## config.mk

```make
export PLATFORM = sky130hd
export DESIGN_NAME = octree_bfs_ctrl
export DESIGN_NICKNAME = d
export VERILOG_FILES = /design/src/rtl/octree_bfs_ctrl.sv
export SDC_FILE = /design/constraint.sdc
export NUM_CORES = 1
export LEC_CHECK = 0
export ABC_CLOCK_PERIOD_IN_PS = 5900
export BUFFER_PORTS_ARGS = -buffer_cell sky130_fd_sc_hd__buf_2
export CORE_MARGIN = 5
export CORE_UTILIZATION = 60
export DETAILED_ROUTE_END_ITERATION = 10
export HOLD_SLACK_MARGIN = 0.06
export PLACE_DENSITY = 0.91
export SLEW_MARGIN = 20
export SYNTH_ARGS = -nofsm -noshare
export SYNTH_HDL_FRONTEND = slang
export SYNTH_SLANG_ARGS = --single-unit
export TNS_END_PERCENT = 1
```

## constraint.sdc

```tcl
create_clock -name i_clk -period 5.9 [get_ports i_clk]
set_clock_uncertainty 0.2 [all_clocks]
set_input_delay 1.18 -clock i_clk [delete_from_list [all_inputs] [get_ports i_clk]]
set_output_delay 1.18 -clock i_clk [all_outputs]
set_load 0.02 [all_outputs]
```

## src/rtl/octree_bfs_ctrl.sv

```systemverilog
// Top-level sequencer for the octree BFS AXI datapath: walks the interface block through
// READING/UPDATING/WORK per 32-point batch, then WRITING, with a progress watchdog.
module octree_bfs_ctrl #(
    parameter int unsigned POINTS_PER_BATCH = 32,
    parameter int unsigned WDOG_CYCLES      = 65535,
    parameter int unsigned WCNT_WIDTH       = 16
) (
    input  logic                  i_clk,
    input  logic                  i_rst,
    input  logic                  i_start,
    input  logic                  i_abort,
    input  logic [31:0]           i_total_points,
    input  logic                  i_read_TxnDone,
    input  logic                  i_write_TxnDone,
    input  logic                  i_initwritetxn,
    input  logic                  i_work_done,
    input  logic                  i_bfs_finish,
    output logic [2:0]            o_state,
    output logic                  o_build_start,
    output logic                  o_bfs_start,
    output logic [5:0]            o_batch_valid,
    output logic [31:0]           o_points_done,
    output logic [WCNT_WIDTH-1:0] o_wr_count,
    output logic                  o_busy,
    output logic                  o_done,
    output logic                  o_error
);

    localparam int unsigned WdogWidth = $clog2(WDOG_CYCLES + 1);
    localparam logic [WdogWidth-1:0] WdogLast = WdogWidth'(WDOG_CYCLES - 1);

    typedef enum logic [2:0] {
        StIdle     = 3'd0,
        StReading  = 3'd1,
        StUpdating = 3'd2,
        StWork     = 3'd3,
        StWriting  = 3'd4,
        StDone     = 3'd5
    } state_e;

    state_e                state_q, state_d;
    logic [31:0]           total_q, total_d;
    logic [31:0]           points_done_q, points_done_d;
    logic [5:0]            batch_valid_q, batch_valid_d;
    logic [WCNT_WIDTH-1:0] wr_count_q, wr_count_d;
    logic [WCNT_WIDTH-1:0] outstanding_q, outstanding_d;
    logic                  finish_q, finish_d;
    logic [WdogWidth-1:0]  wdog_q, wdog_d;
    logic                  error_q, error_d;
    logic                  build_start_q, build_start_d;
    logic                  bfs_start_q, bfs_start_d;
    logic                  done_q, done_d;
    logic                  busy_q, busy_d;

    logic        progress;
    logic        wdog_active;
    logic        wr_dec;
    logic [31:0] remaining;
    logic [32:0] points_sum;

    always_comb begin
        state_d       = state_q;
        total_d       = total_q;
        points_done_d = points_done_q;
        batch_valid_d = batch_valid_q;
        wr_count_d    = wr_count_q;
        outstanding_d = outstanding_q;
        finish_d      = finish_q;
        error_d       = error_q;
        build_start_d = 1'b0;
        bfs_start_d   = 1'b0;
        done_d        = 1'b0;

        progress    = i_read_TxnDone | i_write_TxnDone | i_initwritetxn | i_work_done;
        wdog_active = (state_q == StReading) || (state_q == StWork) || (state_q == StWriting);
        wr_dec      = i_write_TxnDone && (outstanding_q != '0);
        remaining   = total_q - points_done_q;
        points_sum  = {1'b0, points_done_q} + 33'(batch_valid_q);

        unique case (state_q)
            StIdle: begin
                if (i_start && (i_total_points != 32'd0)) begin
                    state_d       = StReading;
                    total_d       = i_total_points;
                    points_done_d = '0;
                    wr_count_d    = '0;
                    outstanding_d = '0;
                    finish_d      = 1'b0;
                    error_d       = 1'b0;
                end
            end
            StReading: begin
                if (i_read_TxnDone) begin
                    state_d = StUpdating;
                    if (remaining >= 32'(POINTS_PER_BATCH)) begin
                        batch_valid_d = 6'(POINTS_PER_BATCH);
                    end else begin
                        batch_valid_d = remaining[5:0];
                    end
                end
            end
            StUpdating: begin
                state_d       = StWork;
                build_start_d = 1'b1;
                points_done_d = (points_sum > {1'b0, total_q}) ? total_q : points_sum[31:0];
            end
            StWork: begin
                if (i_work_done) begin
                    if (points_done_q < total_q) begin
                        state_d = StReading;
                    end else begin
                        state_d     = StWriting;
                        bfs_start_d = 1'b1;
                    end
                end
            end
            StWriting: begin
                if (i_initwritetxn && !wr_dec) begin
                    outstanding_d = outstanding_q + WCNT_WIDTH'(1);
                end else if (!i_initwritetxn && wr_dec) begin
                    outstanding_d = outstanding_q - WCNT_WIDTH'(1);
                end
                if (wr_dec) begin
                    wr_count_d = wr_count_q + WCNT_WIDTH'(1);
                end
                if (i_bfs_finish) begin
                    finish_d = 1'b1;
                end
                if (finish_q && (outstanding_q == '0) && !i_initwritetxn) begin
                    state_d = StDone;
                    done_d  = 1'b1;
                end
            end
            StDone: state_d = StIdle;
            default: state_d = StIdle;
        endcase

        if (wdog_active && !progress && (wdog_q == WdogLast)) begin
            state_d       = StIdle;
            error_d       = 1'b1;
            build_start_d = 1'b0;
            bfs_start_d   = 1'b0;
            done_d        = 1'b0;
        end

        // Abort freezes every counter and the error flag, only the state moves.
        if (i_abort && (state_q != StIdle)) begin
            state_d       = StIdle;
            total_d       = total_q;
            points_done_d = points_done_q;
            batch_valid_d = batch_valid_q;
            wr_count_d    = wr_count_q;
            outstanding_d = outstanding_q;
            finish_d      = finish_q;
            error_d       = error_q;
            build_start_d = 1'b0;
            bfs_start_d   = 1'b0;
            done_d        = 1'b0;
        end

        if ((state_d != state_q) || progress || !wdog_active) begin
            wdog_d = '0;
        end else begin
            wdog_d = wdog_q + WdogWidth'(1);
        end

        busy_d = (state_d != StIdle);
    end

    always_ff @(posedge i_clk) begin
        if (!i_rst) begin
            state_q       <= StIdle;
            total_q       <= '0;
            points_done_q <= '0;
            batch_valid_q <= '0;
            wr_count_q    <= '0;
            outstanding_q <= '0;
            finish_q      <= 1'b0;
            wdog_q        <= '0;
            error_q       <= 1'b0;
            build_start_q <= 1'b0;
            bfs_start_q   <= 1'b0;
            done_q        <= 1'b0;
            busy_q        <= 1'b0;
        end else begin
            state_q       <= state_d;
            total_q       <= total_d;
            points_done_q <= points_done_d;
            batch_valid_q <= batch_valid_d;
            wr_count_q    <= wr_count_d;
            outstanding_q <= outstanding_d;
            finish_q      <= finish_d;
            wdog_q        <= wdog_d;
            error_q       <= error_d;
            build_start_q <= build_start_d;
            bfs_start_q   <= bfs_start_d;
            done_q        <= done_d;
            busy_q        <= busy_d;
        end
    end

    assign o_state       = state_q;
    assign o_build_start = build_start_q;
    assign o_bfs_start   = bfs_start_q;
    assign o_batch_valid = batch_valid_q;
    assign o_points_done = points_done_q;
    assign o_wr_count    = wr_count_q;
    assign o_busy        = busy_q;
    assign o_done        = done_q;
    assign o_error       = error_q;

endmodule

```

* Word level (Yosys, flattened, before mapping)
Index checks and enable logic that the tools add are counted.
** Storage, ports and cells
- Flip-flop bits (word level) :: 127
- Bits in latches :: 0
- Memory bits (writable) :: 0
- Memory bits (read-only) :: 0
- Input port bits :: 41
- Memories kept :: 0
** Cells by class
- Add/sub/neg operators :: 6
- Multipliers :: 0
- Divide/modulo/power cells :: 0
- Order comparisons :: 3
- Equality and inequality tests :: 10
- Shift operators :: 0
- Multiplexer cells :: 26
- Bitwise logic cells :: 8
- Reduce and logical (&&, ||, !) cells :: 38
** Operator list (number)
- $mux W16 :: 4
- $mux W32 :: 2
- $pmux W16 S2 :: 2
- $pmux W32 S2 :: 1
- $add A16 B1 Y16 const B :: 3
- $add A32 B6 Y33 :: 1
- $gt A33 B32 Y1 :: 1
- $ge A32 B6 Y1 const B :: 1
- $lt A32 B32 Y1 :: 1
- $reduce_bool A32 Y1 :: 1
- $sub A32 B32 Y32 :: 1
- $mux W3 :: 7
- $eq A16 B16 Y1 const B :: 1
- $logic_not A16 Y1 :: 1
- $reduce_bool A16 Y1 :: 1
- $sub A16 B1 Y16 const B :: 1
- $pmux W3 S5 :: 1
- $reduce_and A3 Y1 :: 4
- $reduce_and A4 Y1 :: 3
- $logic_and A1 B1 Y1 :: 9
- $reduce_bool A2 Y1 :: 4
- $mux W1 :: 7
- $eq A3 B2 Y1 const B :: 2
- $mux W6 :: 1
- other kinds (16) :: 31

* Depth between registers and ports, before layout
- Depth after elaboration :: 12
- Gate-level depth with buffers :: 26

* Worst setup path before layout
Ideal clock, no wire load.
- Path type :: register to register
- Start :: reg batch_valid_q[0], in the netlist o_batch_valid[0]
- End :: reg points_done_q[10], in the netlist o_points_done[10]
- Library setup time :: 75 ps
- Arrival :: 4749 ps
- Path slack :: 876 ps
- Stages on the path, launching flop included :: 27
- Buffers on the path :: 3
- Cell sequence :: dfxtp_1 -> ha_1 -> fa_1 -> a21oi_1 -> nor2_1 -> nor2_1 -> o21bai_1 -> a21oi_1 -> or3_1 -> clkbuf_1 -> or2_1 -> clkbuf_1 -> nor3_1 -> xnor2_1 -> ha_1 -> a21o_1 -> a21o_1 -> a21o_1 -> a21o_1 -> a221oi_1 -> o21ai_0 -> a21oi_1 -> o22ai_2 -> buf_2 -> nor3_1 -> a21oi_1 -> o22ai_1
** Between the ends
- Longest elaborated chain between the ends :: 4
** RTL lines
- from (decl) :: line 44 : logic [5:0] batch_valid_q, batch_valid_d;
- from (signal assigned) :: line 189 : batch_valid_q <= batch_valid_d;
- $add A32 B6 Y33 (*) :: line 78 : points_sum = {1'b0, points_done_q} + 33'(batch_valid_q);
- $gt A33 B32 Y1 :: line 105 : points_done_d = (points_sum > {1'b0, total_q}) ? total_q : points_sum[31:0];
- $mux W32 (*) :: line 105
- $pmux W32 S2 (*) :: line 80 : unique case (state_q)
- to (signal assigned) :: line 188 : points_done_q <= points_done_d;
- to (decl) :: line 43 : logic [31:0] points_done_q, points_done_d;
Every way passes the cells marked *; elsewhere a longest branch is shown, timed or not.
A chain may end at the register's enable or synchronous reset.

* Worst setup path in the final report
- Start :: reg points_done_q[0], in the netlist o_points_done[0]
- End :: reg points_done_q[10], in the netlist o_points_done[10]
** Between the ends
- Longest elaborated chain between the ends :: 4
** RTL lines (line)
- $add A32 B6 Y33 (*) :: 78
- $gt A33 B32 Y1 :: 105
- $mux W32 (*) :: 105
- $pmux W32 S2 (*) :: 80
Marked as above.

==> impl_metrics.json <==
{
  "min-delay-path-class": "reg -> reg",
  "coreArea_um2": 15200,
  "layout_setup_ws_ns": 0.442,
  "area_delta_synth_final_pct": 13.0,
  "placed_cell_area_um2": 9880,
  "die_x_um": 134,
  "maxSlewHeadroom": 0.428,
  "yosys_warnings": 0,
  "hold_viol": 0,
  "cell_internal_pwr_mw": 1.72,
  "synthesis.nets": 1390,
  "synth_register_bits": 127,
  "clkLatencyLatePin_ns": 0.44,
  "drt-wirelength-per-cell_um": 17.2,
  "tightest_slew_ns": 0.858,
  "worstRegToRegCells": 24,
  "post_synth_inst_count": 1259,
  "layout.cells.most_common": "sky130_fd_sc_hd__nand2_1",
  "status": "finished clean",
  "fmax_mhz": 183,
  "setup_viol_count_final": 0,
  "clock_pin_transition_on_the_worst_setup_and_hold_timing_paths_ns": 0.06,
  "final_antenna_net_count": 0,
  "critPathLaunchType": "flip-flop",
  "tritoncts_num_sinks": 127,
  "floorplan.initialDensity": 0.609,
  "layout_min_cycle_time_ns": 5.46,
  "detailedPlacementHpwl_um": 20200,
  "tritoncts": "yes",
  "overflow": 0,
  "synth.cell_area_um2": 9270,
  "track_usage": 0.287,
  "drive_above_1_share": 0.118,
  "min_path_cells": 2,
  "power_density_nw_per_um2": 248,
  "worst_hold_slack_ns": 0.261,
  "p_sw_frac": 0.336,
  "insertedDiodeCount": 0,
  "cap_violations": 0,
  "floorplan.die_area_um2": 18000,
  "rsz0062_at_grt": "no",
  "share_clk_of_total_power": 0.398,
  "dominantRegCellSynth": "sky130_fd_sc_hd__dfxtp_1",
  "place_congestion": 1.03,
  "biggest_area_contributors_in_the_synthesized_netlist": "sky130_fd_sc_hd__dfxtp_1 27%, sky130_fd_sc_hd__ha_1 12%, sky130_fd_sc_hd__nand2_1 7.7%",
  "total_switching_power_uw": 871,
  "cts-root-to-sink-buffers": 2,
  "nets": 1469,
  "drv_slew": 0,
  "crit_type": "reg -> reg",
  "crit_fanout": 21,
  "design_area_um2": 10500,
  "dpl_worst_slack_ns": 0.392,
  "postSynth.asyncResetShare": 0,
  "grt_start_max_net_pins": 42,
  "grt_pass1_vias": 8762,
  "sort_of_element_at_the_end_of_the_critical_path": "flip-flop",
  "grt_pass1_wl_um": 42400,
  "ctsHtreeMaxLevel": 4,
  "number_of_enable_type_register_cells_in_the_synthesized_netlist": 0,
  "clock_tree.root_cell": "sky130_fd_sc_hd__clkbuf_16",
  "finalCritPeriodShare": 0.925,
  "share_comb_of_total_power": 0.249,
  "synthDominantCellAreaShare": 0.274,
  "io_buffers": 102,
  "worstPathArrival_ns": 5.61,
  "numCtsBuffers": 17,
  "ir_worst_vdd_mv": 0.204,
  "pin_count": 103,
  "vias_per_cell": 6.23,
  "drtPass1Iterations": 6,
  "tns_ns": 0,
  "remaining_drc_errors": 0,
  "chip_height_um": 134,
  "critPathRequiredTime_ns": 6.05,
  "synth_largest_area_cell": "sky130_fd_sc_hd__dfxtp_1",
  "dr_total_vias": 9582,
  "cts_setup_buffers": 0,
  "drtIter0Drc": 843,
  "antenna_found_initial": 0,
  "commonest_cells_after_routing_fill_and_taps_aside": "190 x sky130_fd_sc_hd__nand2_1, 127 x sky130_fd_sc_hd__dfxtp_1, 118 x sky130_fd_sc_hd__nor2_1, 117 x sky130_fd_sc_hd__a21oi_1, 102 x sky130_fd_sc_hd__buf_2",
  "routed_wl_um": 26500,
  "synth_sequential_area_ratio": 0.274,
  "power.static_leakage_nw": 4.42,
  "p_seq_frac": 0.353,
  "synth.lib_cells_used.distinct": 67,
  "avgSynthCellArea_um2": 7.36,
  "row_count": 45
}
[worst max-delay path, stage by stage (launching register included)]
cell and delay, ns:
sky130_fd_sc_hd__dfxtp_1 0.34, sky130_fd_sc_hd__ha_1 0.22, sky130_fd_sc_hd__fa_1 0.41, sky130_fd_sc_hd__a21oi_1 0.18
sky130_fd_sc_hd__nor2_1 0.06, sky130_fd_sc_hd__nor2_1 0.15, sky130_fd_sc_hd__o21bai_1 0.08, sky130_fd_sc_hd__a21oi_1 0.22
sky130_fd_sc_hd__or3_1 0.30, sky130_fd_sc_hd__or2_4 0.25, sky130_fd_sc_hd__nor3_1 0.07, sky130_fd_sc_hd__xnor2_1 0.22
sky130_fd_sc_hd__ha_1 0.29, sky130_fd_sc_hd__a21o_1 0.19, sky130_fd_sc_hd__a21o_1 0.16, sky130_fd_sc_hd__a21o_1 0.16
sky130_fd_sc_hd__a21o_1 0.17, sky130_fd_sc_hd__a221oi_1 0.25, sky130_fd_sc_hd__o21ai_0 0.21, sky130_fd_sc_hd__a21oi_2 0.31
sky130_fd_sc_hd__o22ai_4 0.23, sky130_fd_sc_hd__buf_4 0.28, sky130_fd_sc_hd__nor3_1 0.19, sky130_fd_sc_hd__a21oi_1 0.06
sky130_fd_sc_hd__o22ai_1 0.18
[what timing repair did]
action,CTS,global route
hold buffers,0,0
gates resized for setup,0,2
endpoints found under the setup margin,0,14
[final timing paths]
kind | from | endpoint | slack, ns
setup / recovery | o_points_done[0] | o_points_done[10] | 0.44
hold / removal | o_points_done[28] | o_points_done[28] | 0.26
setup reg to reg | o_points_done[0] | o_points_done[10] | 0.44
hold reg to reg | o_points_done[28] | o_points_done[28] | 0.26
[flip-flops by register name, indices dropped and copies added (netlist names), 3 cells and up]
register,count
o_state,3
outstanding_q,16
wdog_q,16
o_wr_count,16
o_batch_valid,6
total_q,32
o_points_done,32
[stage by stage]
step	power (mW)	cells	utilization
after floorplan	1.40	1259	-
after global placement	1.54	1506	0.649
after detailed placement	1.56	1506	0.650
after CTS	2.58	1538	0.687
after global routing	2.71	1539	0.688
final	2.59	1539	0.688
[cell families after synthesis]
group,share of synthesized area
mux,0.0108
fa+ha+maj,0.124
buf+inv,0.0583
flops,0.274
xor+xnor,0.0766
compound gates,0.202
simple gates,0.253
[layout make-up]
cell class	instances	area, um^2
clock buffers	19	443
fillers	1226	4740
clock inverters	13	128
repair buffers	110	571
well taps	188	235
inverters	87	327
flip-flops and latches	127	2540
multi-input cells	995	6220
[power by group through the flow]
stage | Sequential [mW] | Combinational (mW) | Clock [mW]
2_1_floorplan | 0.920 | 0.479 | 0
3_3_place_gp | 0.930 | 0.613 | 0
3_5_place_dp | 0.931 | 0.625 | 0
4_1_cts | 0.912 | 0.630 | 1.04
5_1_grt | 0.916 | 0.713 | 1.08
6_report | 0.914 | 0.646 | 1.03
[per-layer routing]
layer	track usage	vias to the layer above	part of all wire
met4	0.104	0	0.029
met1	0.381	4478	0.41
met2	0.471	447	0.46
met5	0	-	0
li1	-	4589	-
met3	0.0491	68	0.098
[synthesized netlist by cell type (3+ instances only)]
cell type and number:
sky130_fd_sc_hd__nand2_1 190, sky130_fd_sc_hd__dfxtp_1 127, sky130_fd_sc_hd__a21oi_1 119, sky130_fd_sc_hd__nor2_1 118, sky130_fd_sc_hd__ha_1 87, sky130_fd_sc_hd__inv_1 84, sky130_fd_sc_hd__o21ai_0 75, sky130_fd_sc_hd__xnor2_1 49
sky130_fd_sc_hd__clkbuf_1 40, sky130_fd_sc_hd__nand4_1 35, sky130_fd_sc_hd__nor3_1 32, sky130_fd_sc_hd__xor2_1 32, sky130_fd_sc_hd__a21o_1 27, sky130_fd_sc_hd__nand3_1 24, sky130_fd_sc_hd__nor4_1 20, sky130_fd_sc_hd__o211ai_1 17
sky130_fd_sc_hd__nand2b_1 13, sky130_fd_sc_hd__o21ai_1 13, sky130_fd_sc_hd__and3_1 12, sky130_fd_sc_hd__or3_1 12, sky130_fd_sc_hd__nor2b_1 11, sky130_fd_sc_hd__a22oi_1 10, sky130_fd_sc_hd__mux2i_1 10, sky130_fd_sc_hd__a31oi_1 7
sky130_fd_sc_hd__buf_2 7, sky130_fd_sc_hd__o21a_1 7, sky130_fd_sc_hd__o21bai_1 6, sky130_fd_sc_hd__or2_2 6, sky130_fd_sc_hd__and4_1 5, sky130_fd_sc_hd__a211oi_1 4, sky130_fd_sc_hd__o22ai_1 4, sky130_fd_sc_hd__a21boi_0 3
sky130_fd_sc_hd__and2_1 3, sky130_fd_sc_hd__clkinv_1 3, sky130_fd_sc_hd__fa_1 3, sky130_fd_sc_hd__nor4b_1 3, sky130_fd_sc_hd__o2111ai_1 3, sky130_fd_sc_hd__or4_1 3
No activity file was read; power rests on OpenSTA's default activity.
